===== config.mk =====
export PLATFORM = sky130hd
export DESIGN_NAME = sqrt_driver
export DESIGN_NICKNAME = d
export VERILOG_FILES = /design/src/rtl/sqrt_pkg.sv /design/src/rtl/sqrt_driver_square_seq.sv /design/src/rtl/sqrt_driver.sv
export SDC_FILE = /design/constraint.sdc
export NUM_CORES = 1
export LEC_CHECK = 0
export BUFFER_PORTS_ARGS = -buffer_cell sky130_fd_sc_hd__buf_2
export CAP_MARGIN = 20
export CORE_MARGIN = 1
export CORE_UTILIZATION = 45
export CTS_CLUSTER_DIAMETER = 30
export CTS_CLUSTER_SIZE = 14
export DETAILED_ROUTE_END_ITERATION = 8
export PLACE_DENSITY_LB_ADDON = 0.1
export SLEW_MARGIN = 0
export SYNTH_ARGS = -nofsm -noshare
export SYNTH_HDL_FRONTEND = slang
export SYNTH_SLANG_ARGS = --single-unit

===== constraint.sdc =====
create_clock -name clk -period 4.79 [get_ports clk]
set_clock_uncertainty 0.1 [all_clocks]
set_input_delay 0.958 -clock clk [delete_from_list [all_inputs] [get_ports clk]]
set_output_delay 0.958 -clock clk [all_outputs]
set_load 0.005 [all_outputs]

===== src/rtl/sqrt_pkg.sv =====
// Shared state encoding and default parameter values for the square-root sweep driver.
package sqrt_pkg;

    typedef enum logic [2:0] {
        IDLE,
        HOLD,
        RUN,
        SQUARE,
        CHECK,
        NEXT,
        DONE
    } state_t;

    localparam int DEF_WIDTH       = 16;
    localparam int DEF_START_VAL   = 4;
    localparam int DEF_HOLD_CYCLES = 7;
    localparam int DEF_TIMEOUT     = 1024;

endpackage


===== src/rtl/sqrt_driver_square_seq.sv =====
// Shift-add squarer: one operand bit per cycle, done pulses once the product is final.
module square_seq #(
    parameter int WIDTH = 16
) (
    input  logic               clk,
    input  logic               rst,
    input  logic               start,
    input  logic [WIDTH/2-1:0] a,
    output logic               done,
    output logic [WIDTH-1:0]   p
);
    localparam int H     = WIDTH / 2;
    localparam int CNT_W = $clog2(H) + 1;

    logic [WIDTH-1:0] mcand;
    logic [H-1:0]     mplier;
    logic [CNT_W-1:0] cnt;
    logic             active;

    always_ff @(posedge clk) begin
        if (rst) begin
            mcand  <= '0;
            mplier <= '0;
            cnt    <= '0;
            active <= 1'b0;
            done   <= 1'b0;
            p      <= '0;
        end else begin
            done <= 1'b0;
            if (start) begin
                mcand  <= WIDTH'(a);
                mplier <= a;
                cnt    <= CNT_W'(H);
                active <= 1'b1;
                p      <= '0;
            end else if (active) begin
                if (mplier[0])
                    p <= p + mcand;
                mcand  <= mcand << 1;
                mplier <= mplier >> 1;
                cnt    <= cnt - 1'b1;
                if (cnt == CNT_W'(1)) begin
                    active <= 1'b0;
                    done   <= 1'b1;
                end
            end
        end
    end

endmodule


===== src/rtl/sqrt_driver.sv =====
// Sweeps operands through an external square-root responder and checks each result by squaring it.
//  state  | meaning
//  IDLE   | waiting for en
//  HOLD   | responder held clear (dut_go=0) for HOLD_CYCLES
//  RUN    | responder computing, waiting for eop rising edge or timeout
//  SQUARE | squaring captured result
//  CHECK  | floor-sqrt test, update counters
//  NEXT   | advance operand or finish
//  DONE   | sweep complete, waiting for en to drop
module sqrt_driver
    import sqrt_pkg::*;
#(
    parameter int WIDTH       = DEF_WIDTH,
    parameter int START_VAL   = DEF_START_VAL,
    parameter int END_VAL     = 2**WIDTH - 1,
    parameter int HOLD_CYCLES = DEF_HOLD_CYCLES,
    parameter int TIMEOUT     = DEF_TIMEOUT
) (
    input  logic               clk,
    input  logic               rst,
    input  logic               en,
    output logic [WIDTH-1:0]   dut_val,
    output logic               dut_go,
    input  logic               dut_eop,
    input  logic [WIDTH/2-1:0] dut_out,
    output logic [WIDTH:0]     pass_cnt,
    output logic [WIDTH:0]     fail_cnt,
    output logic [WIDTH-1:0]   last_fail_val,
    output logic               busy,
    output logic               done,
    output logic               err
);
    localparam int H       = WIDTH / 2;
    localparam int TMR_MAX = (TIMEOUT > HOLD_CYCLES) ? TIMEOUT : HOLD_CYCLES;
    localparam int TMR_W   = $clog2(TMR_MAX + 1);
    localparam logic [WIDTH-1:0] START_V = WIDTH'(START_VAL);
    localparam logic [WIDTH-1:0] END_V   = WIDTH'(END_VAL);
    localparam logic [TMR_W-1:0] HOLD_LD = TMR_W'(HOLD_CYCLES - 1);
    localparam logic [TMR_W-1:0] TO_LD   = TMR_W'(TIMEOUT - 1);
    localparam logic [WIDTH:0]   CNT_ONE = (WIDTH+1)'(1);

    state_t           state, state_nx;
    logic [TMR_W-1:0] tmr;
    logic             eop_q;
    logic             eop_edge;
    logic [H-1:0]     r;
    logic             sq_start;
    logic             sq_done;
    logic [WIDTH-1:0] sq_p;
    logic [WIDTH+1:0] sq_ext, lim_ext, val_ext;
    logic             result_ok;

    assign eop_edge = dut_eop & ~eop_q;

    // r*r <= v < (r+1)^2, held two bits wider so r=2^H-1 cannot overflow
    assign sq_ext    = {2'b00, sq_p};
    assign val_ext   = {2'b00, dut_val};
    assign lim_ext   = sq_ext + ((WIDTH+2)'(r) << 1) + (WIDTH+2)'(1);
    assign result_ok = (sq_ext <= val_ext) && (lim_ext > val_ext);

    square_seq #(.WIDTH(WIDTH)) u_square (
        .clk   (clk),
        .rst   (rst),
        .start (sq_start),
        .a     (dut_out),
        .done  (sq_done),
        .p     (sq_p)
    );

    always_ff @(posedge clk) begin
        if (rst) state <= IDLE;
        else     state <= state_nx;
    end

    always_comb begin
        state_nx = state;
        sq_start = 1'b0;
        case (state)
            IDLE:   if (en) state_nx = HOLD;
            HOLD:   if (tmr == '0) state_nx = RUN;
            RUN: begin
                if (eop_edge) begin
                    state_nx = SQUARE;
                    sq_start = 1'b1;
                end else if (tmr == '0) begin
                    state_nx = NEXT;
                end
            end
            SQUARE: if (sq_done) state_nx = CHECK;
            CHECK:  state_nx = NEXT;
            NEXT:   state_nx = (dut_val == END_V) ? DONE : HOLD;
            DONE:   if (!en) state_nx = IDLE;
            default: state_nx = IDLE;
        endcase
    end

    assign busy   = (state != IDLE) && (state != DONE);
    assign dut_go = (state == RUN) || (state == SQUARE) || (state == CHECK);

    always_ff @(posedge clk) begin
        if (rst) begin
            dut_val       <= '0;
            pass_cnt      <= '0;
            fail_cnt      <= '0;
            last_fail_val <= '0;
            done          <= 1'b0;
            err           <= 1'b0;
            eop_q         <= 1'b0;
            tmr           <= '0;
            r             <= '0;
        end else begin
            eop_q <= dut_eop;
            if (tmr != '0)
                tmr <= tmr - 1'b1;
            case (state)
                IDLE: if (en) begin
                    dut_val       <= START_V;
                    pass_cnt      <= '0;
                    fail_cnt      <= '0;
                    last_fail_val <= '0;
                    done          <= 1'b0;
                    err           <= 1'b0;
                    tmr           <= HOLD_LD;
                end
                HOLD: if (tmr == '0) tmr <= TO_LD;
                RUN: begin
                    if (eop_edge) begin
                        r <= dut_out;
                    end else if (tmr == '0) begin
                        err           <= 1'b1;
                        fail_cnt      <= fail_cnt + CNT_ONE;
                        last_fail_val <= dut_val;
                    end
                end
                CHECK: begin
                    if (result_ok) begin
                        pass_cnt <= pass_cnt + CNT_ONE;
                    end else begin
                        fail_cnt      <= fail_cnt + CNT_ONE;
                        last_fail_val <= dut_val;
                    end
                end
                NEXT: begin
                    if (dut_val == END_V) begin
                        done <= 1'b1;
                    end else begin
                        dut_val <= dut_val + 1'b1;
                        tmr     <= HOLD_LD;
                    end
                end
                default: ;
            endcase
        end
    end

endmodule


==> impl_results.md, run 1 <==
* Register Area at 2740 sq um
* Die width at 132 um
* Total power consumption of the routed design at 3.28 mW
* First-pass GRT wire length at 30500 um
* Type of the most critical hold path: reg -> reg
* Arrival time at the worst endpoint at 4.70 ns
* # hold bufs at CTS at 0
* Post-synthesis sequential element count at 137
* Hold path startpoint: last_fail_val[15]$_SDFFE_PP0P_
* Final total negative setup slack at 0 ns
* Worst Setup Path Type: reg -> reg
* Sink count of the clock tree at 137
* M1 WL at 9340 um
* Worst-case headroom to the max-slew limit at 34.6%
* Largest net degree at the start of global routing at 48
* Worst Path Max Fanout at 14
* Total I/O pin count at 82
* Sequential area share after synthesis at 35.8%
* Top routing layer in use: met4
* Max H-tree Level at 4
* CP startpoint kind: flop
* Die footprint at 17500 sq um
* Via count at 6783
* Cells after Synth at 937
* Number of unique standard cell types used by synthesis at 61
* Crit path required time at 5.05 ns
* GP Congestion at 0.804
* Clock-pin slew on the worst setup and hold paths at 0.06 ns
* Cell count after placement at 1211
* Fillers at 1638
* Port buffer count at 81
* Transition at the pin with the smallest max-transition slack at 0.975 ns
* Period utilization at 92.9%
* Initial core utilization at 46.1%
* Endpoint kind of the worst setup timing path: flop
* Post-detailed-route via-to-cell ratio at 5.46
* DRT antenna net count at 0
* Leading cell type in the layout, fill and taps excluded: sky130_fd_sc_hd__dfxtp_1
* FFs w/ async S/R, synth at 0%
* Area used by multi-input combinational logic at 4680 sq um
* Main flop type after synthesis: sky130_fd_sc_hd__dfxtp_1
* Total met3 wirelength after detailed routing at 911 um
* Netlist area before placement at 7650 sq um
* Cell at the root of the clock tree: sky130_fd_sc_hd__clkbuf_16
* Outcome: finished, final reports clean
* CTS tree: yes
* Post-route minimum period at 4.45 ns
* All-Layer GR Usage at 21.7%
* Max capacitance violation total at 0
* Syn_area_per_cell at 8.17 sq um
* PwrDens at 368 nW/um^2
* Most frequent cells in the layout: sky130_fd_sc_hd__dfxtp_1 (136), sky130_fd_sc_hd__a21oi_1 (119), sky130_fd_sc_hd__nand2_1 (112), sky130_fd_sc_hd__nor2_1 (82), sky130_fd_sc_hd__buf_2 (81)
* Number of antenna violations at the first check in global routing at 0
* Final HPWL DP at 13600 um
* DRC Markers at 0
* Net count of the finished layout at 1086
* R2r startpoint: r[0]$_SDFFE_PP0P_
* Via count of the first global-routing pass at 6150
* Total length of routed wires at 18800 um
* Final routed wire length divided by cell count at 15.1 um
* Max Freq at 225 MHz
* Number of max-slew violations in the final report at 0
* Met2 wirelength from detailed routing at 8410 um
* Total gr overflow at 0
* Peak supply drop at 0.245 mV
* Number of buffers created by CTS at 17
* Row count at 47
* Post-Layout Cell Count at 1243
* Number of flops mapped to enable cells by yosys at 0
* Yosys warning count at 0
* Skew-Pair Late Insertion Delay at 0.42 ns
* Net count after synthesis at 1013
* WHS at 0.347 ns
* Placeable core area at 16600 sq um
* Total setup violations reported at the end of the flow at 0
* Violation count after the first detailed-routing iteration at 389
* Launch point of the critical path: r[0]$_SDFFE_PP0P_
* Share of cells above drive strength 1 at 15.1%
* Unrepaired setup endpoints after global routing: false
* Leakage component of the power at 3.57 nW
* Number of iterations in the first detailed-routing pass at 4
* Number of hold violations in the final report at 0
* Number of antenna diodes at 0
* Post-synthesis to final-layout area growth at 16.6%
* Vert. Die Dim at 132 um
* Worst-case clock buffer depth at 2
==> registers in the layout, summed over array words and instances, names as in the netlist, 4 cells and up <==
signal,cells
dut_val,16
fail_cnt,17
last_fail_val,16
pass_cnt,17
r,8
tmr,11
u_square.cnt,4
u_square.mcand,16
u_square.mplier,8
u_square.p,16
==> final timing paths <==
path | slack [ns] | end | cells past startpoint
setup / recovery | 0.34 | fail_cnt[13]$_SDFFE_PP0P_ | 19
hold / removal | 0.35 | last_fail_val[15]$_SDFFE_PP0P_ | 2
setup reg to reg | 0.34 | fail_cnt[13]$_SDFFE_PP0P_ | 19
hold reg to reg | 0.35 | last_fail_val[15]$_SDFFE_PP0P_ | 2
==> per-layer routing <==
metal	track usage, %	vias up
met2	34.3	148
met5	0	-
li1	-	3484
met4	5.68	0
met3	4.92	12
met1	29.7	3139
==> worst max-delay path, stage by stage, from the launching register on <==
cell and delay (ns):
sky130_fd_sc_hd__dfxtp_1 0.33, sky130_fd_sc_hd__ha_1 0.30, sky130_fd_sc_hd__a21o_1 0.17, sky130_fd_sc_hd__a21oi_1 0.21, sky130_fd_sc_hd__nor2b_1 0.09, sky130_fd_sc_hd__o21ai_2 0.15
sky130_fd_sc_hd__a21oi_2 0.09, sky130_fd_sc_hd__a41o_1 0.31, sky130_fd_sc_hd__nand4_1 0.12, sky130_fd_sc_hd__xnor2_1 0.10, sky130_fd_sc_hd__ha_1 0.35, sky130_fd_sc_hd__nand4b_1 0.17
sky130_fd_sc_hd__nor4_4 0.36, sky130_fd_sc_hd__nand2b_1 0.15, sky130_fd_sc_hd__o22ai_1 0.10, sky130_fd_sc_hd__o32ai_2 0.29, sky130_fd_sc_hd__buf_6 0.21, sky130_fd_sc_hd__nand3_4 0.13
sky130_fd_sc_hd__or4_1 0.50, sky130_fd_sc_hd__a21oi_1 0.15
==> cell families (layout without fill, tap and decap cells) <==
| kind of cell | Yosys count | after routing | synth area share (%) |
|---|---|---|---|
| muxes | 28 | 28 | 3.71 |
| xor gates and xnor gates | 51 | 51 | 5.84 |
| AOI/OAI and AO/OA | 216 | 216 | 16.9 |
| buffers and inverters | 75 | 161 | 3.73 |
| adders and majority gates | 64 | 64 | 10.7 |
| and+or+nand+nor | 366 | 366 | 23.3 |
| DFF | 137 | 137 | 35.8 |
==> metrics by stage <==
stage	area [sq um]	util (%)	worst slack [ns]
global placement	8270	49.9	0.282
detailed placement	8270	49.9	0.123
global route	8920	53.8	0.0305
CTS	8860	53.4	0.113
floorplan	7650	-	0.663
finish	8920	53.8	0.342
==> synth_stat cells (all sizes together) (11+ instances only) <==
library cell | count | share of area [%]
nor2 | 82 | 4.0
ha | 62 | 10
nand2 | 114 | 5.6
nand4 | 12 | 0.98
or3 | 14 | 1.1
xnor2 | 39 | 4.5
or4 | 14 | 1.4
clkbuf | 31 | 1.5
nor3 | 16 | 1.1
inv | 38 | 1.9
o31ai | 11 | 1.1
xor2 | 12 | 1.4
nand3 | 55 | 3.7
mux2i | 25 | 3.3
and3 | 12 | 0.98
a211oi | 11 | 1.1
a21oi | 121 | 8.0
o21ai | 29 | 1.9
dfxtp | 137 | 36
==> report_power, final <==
group          switching, mW  internal [mW]
Clock                  0.497          0.804
Combinational          0.424          0.261
Sequential            0.0875           1.21
==> cell type report <==
| cell class | instances | share of cell area [%] |
|---|---|---|
| timing repair buffer | 91 | 5.43 |
| multi-input combinational | 725 | 52.5 |
| clock buffer | 21 | 5.27 |
| inverter | 38 | 1.60 |
| clock inverter | 11 | 1.36 |
| sequential | 137 | 30.8 |
| tap | 220 | 3.09 |
==> timing repair <==
item,in CTS,in global routing
buffers inserted,0,0
endpoints found under the setup margin,0,37
resized for setup,0,12
No activity file was read; power rests on OpenSTA's default activity.
==> inputs of run 2 (changes only) <==
- clock period: 4.79 -> 5.1 ns (I/O delays scaled with it)
==> impl_results.md, run 2 (same netlist as run 1, synthesis figures left out) <==
* Outcome: finished, final reports clean (unchanged)
* Series of cell instances along the critical path: ha_1 > a21o_1 > a21oi_1 > nor2b_1 > o21ai_0 > a21oi_1 > a21o_1 > a211oi_1 > nor2_1 > ha_1 > nand4_1 > nor4_4 > nand2b_1 > o22ai_1 > o32ai_2 > buf_4 > nand3_2 > or4_1 > a21oi_1 (was ha_1 > a21o_1 > a21oi_1 > nor2b_1 > o21ai_2 > a21oi_2 > a41o_1 > nand4_1 > xnor2_1 > ha_1 > nand4b_1 > nor4_4 > nand2b_1 > o22ai_1 > o32ai_2 > buf_6 > nand3_4 > or4_1 > a21oi_1)
* Cell at the root of the clock tree: sky130_fd_sc_hd__clkbuf_16 (unchanged)
* Transition at the pin with the smallest max-transition slack at 1.00 ns (was 0.975 ns)
* Largest stage delay on the critical path at 0.51 ns (was 0.50 ns)
* Post-route minimum period at 4.71 ns (was 4.45 ns)
* DRC Markers at 0 (unchanged)
* Number of hold violations in the final report at 0 (unchanged)
* Final worst-path setup slack at 0.389 ns (was 0.342 ns)
* Leakage component of the power at 3.58 nW (was 3.57 nW)
* Worst-case headroom to the max-slew limit at 32.7% (was 34.6%)
* Number of max-slew violations in the final report at 0 (unchanged)
* Number of iterations in the first detailed-routing pass at 7 (was 4)
* Share of cells above drive strength 1 at 14.0% (was 15.1%)
* Cell count after placement at 1210 (was 1211)
* Arrival time at the worst endpoint at 4.95 ns (was 4.70 ns)
* Skew-Pair Late Insertion Delay at 0.42 ns (about the same)
* Post-CTS setup repair buffer count at 0 (unchanged)
* All-Layer GR Usage at 21.6% (was 21.7%)
* Leading cell type in the layout, fill and taps excluded: sky130_fd_sc_hd__dfxtp_1 (unchanged)
* WHS at 0.349 ns (was 0.347 ns)
* Max H-tree Level at 4 (unchanged)
* Total setup violations reported at the end of the flow at 0 (unchanged)
* Worst Setup Path Type: reg -> reg (unchanged)
* GP Congestion at 0.814 (was 0.804)
* DRT antenna net count at 0 (unchanged)
* Critical Path Most Common Cell: sky130_fd_sc_hd__a21oi_1
* Post-synthesis to final-layout area growth at 16.1% (was 16.6%)
* Clock-pin slew on the worst setup and hold paths at 0.06 ns (about the same)
* Port buffer count at 81 (unchanged)
* Number of antenna diodes at 0 (unchanged)
* Unrepaired setup endpoints after global routing: true (was false)
* First-pass GRT wire length at 30500 um (about the same)
* Slowest-stage cell, CP: sky130_fd_sc_hd__or4_1 (unchanged)
* CTS tree: yes (unchanged)
* Via count of the first global-routing pass at 6032 (was 6150)
* Crit path required time at 5.34 ns (was 5.05 ns)
* Total gr overflow at 0 (unchanged)
* Via count at 6707 (was 6783)
* Total power consumption of the routed design at 3.11 mW (was 3.28 mW)
* Violation count after the first detailed-routing iteration at 261 (was 389)
* Max Freq at 212 MHz (was 225 MHz)
* CP startpoint kind: flop (unchanged)
* Row count at 47 (unchanged)
* Sum of buffers and inverters on the critical path at 1 (unchanged)
* Total length of routed wires at 18600 um (was 18800 um)
* Post-cts gate resize count at 0 (unchanged)
* Final routed wire length divided by cell count at 15.0 um (was 15.1 um)
* Most frequent cells in the layout: sky130_fd_sc_hd__dfxtp_1 (137), sky130_fd_sc_hd__a21oi_1 (120), sky130_fd_sc_hd__nand2_1 (113), sky130_fd_sc_hd__nor2_1 (82), sky130_fd_sc_hd__buf_2 (81) (was sky130_fd_sc_hd__dfxtp_1 (136), sky130_fd_sc_hd__a21oi_1 (119), sky130_fd_sc_hd__nand2_1 (112), sky130_fd_sc_hd__nor2_1 (82), sky130_fd_sc_hd__buf_2 (81))
* Die footprint at 17500 sq um (unchanged)
* Final HPWL DP at 13500 um (was 13600 um)
* Fillers at 1611 (was 1638)
* Number of buffers created by CTS at 17 (unchanged)
* Sink count of the clock tree at 137 (unchanged)
* Worst Path Max Fanout at 14 (unchanged)
* Placeable core area at 16600 sq um (unchanged)
* PwrDens at 350 nW/um^2 (was 368 nW/um^2)
* Largest net degree at the start of global routing at 48 (unchanged)
* Period utilization at 92.4% (was 92.9%)
* Net count of the finished layout at 1085 (was 1086)
* Max capacitance violation total at 0 (unchanged)
* Type of the most critical hold path: reg -> reg (unchanged)
* # hold bufs at CTS at 0 (unchanged)
* Post-detailed-route via-to-cell ratio at 5.41 (was 5.46)
* Endpoint kind of the worst setup timing path: flop (unchanged)
* Initial core utilization at 46.1% (unchanged)
* Dpl ws at 0.475 ns (was 0.123 ns)
* Number of antenna violations at the first check in global routing at 0 (unchanged)
* Delay-heaviest family, CP: compound AO/OA/AOI/OAI gates (was simple AND/OR/NAND/NOR gates)
* Largest regs: fail_cnt x17, pass_cnt x17 (unchanged)
* Worst-case clock buffer depth at 2 (unchanged)
* Post-Layout Cell Count at 1240 (was 1243)
* Total I/O pin count at 82 (unchanged)
* Die width at 132 um (unchanged)
* Peak supply drop at 0.240 mV (was 0.245 mV)
* Vert. Die Dim at 132 um (unchanged)
-- run 2: worst register-to-register path, delay by kind of cell (launching register included) --
| kind | cells | cell delay [ns] |
|---|---|---|
| flip-flops | 1 | 0.41 |
| adder cells (fa/ha/maj) | 2 | 0.56 |
| AND/OR/NAND/NOR | 7 | 1.64 |
| AO/OA/AOI/OAI | 9 | 1.71 |
| buffers and inverters | 1 | 0.24 |
-- run 2: layout make-up --
cell class                 count  area [sq um]  area share, %
multi-input combinational    725          4650           52.3
sequential                   137          2740           30.9
clock buffer                  23           488           5.49
timing repair buffer          90           473           5.32
tap                          220           275           3.10
inverter                      38           143           1.61
clock inverter                 7           116           1.31
-- run 2: worst paths after layout --
| path | startpoint | end | slack (ns) | cells after the start |
|---|---|---|---|---|
| setup / recovery | u_square.p[1]$_SDFFE_PP0P_ | fail_cnt[13]$_SDFFE_PP0P_ | 0.39 | 19 |
| hold / removal | last_fail_val[3]$_SDFFE_PP0P_ | last_fail_val[3]$_SDFFE_PP0P_ | 0.35 | 2 |
| setup reg to reg | u_square.p[1]$_SDFFE_PP0P_ | fail_cnt[13]$_SDFFE_PP0P_ | 0.39 | 19 |
| hold reg to reg | last_fail_val[3]$_SDFFE_PP0P_ | last_fail_val[3]$_SDFFE_PP0P_ | 0.35 | 2 |
-- run 2: routing by layer --
layer | GRT usage, % | vias to the layer above | part of all wire [%]
met3 | 4.23 | 20 | 3.5
met1 | 30.8 | 3076 | 51
li1 | - | 3478 | -
met5 | 0 | - | 0
met4 | 6.39 | 0 | 1.4
met2 | 32.9 | 133 | 44
-- run 2: report_power, final --
part | switching (mW) | internal (mW) | leakage, nW | total, mW
logic | 0.396 | 0.240 | 2.18 | 0.636
clock network | 0.447 | 0.814 | 0.295 | 1.26
registers | 0.0804 | 1.13 | 1.11 | 1.21
total | 0.924 | 2.19 | 3.58 | 3.11
-- run 2: metrics by stage --
stage / setup TNS (ns) / instance area, sq um / util (%)
after global routing: -0.0106 / 8890 / 53.6
after detailed placement: 0 / 8260 / 49.8
after CTS: 0 / 8870 / 53.5
after floorplan: 0 / 7650 / -
after global placement: 0 / 8260 / 49.8
final: 0 / 8890 / 53.6
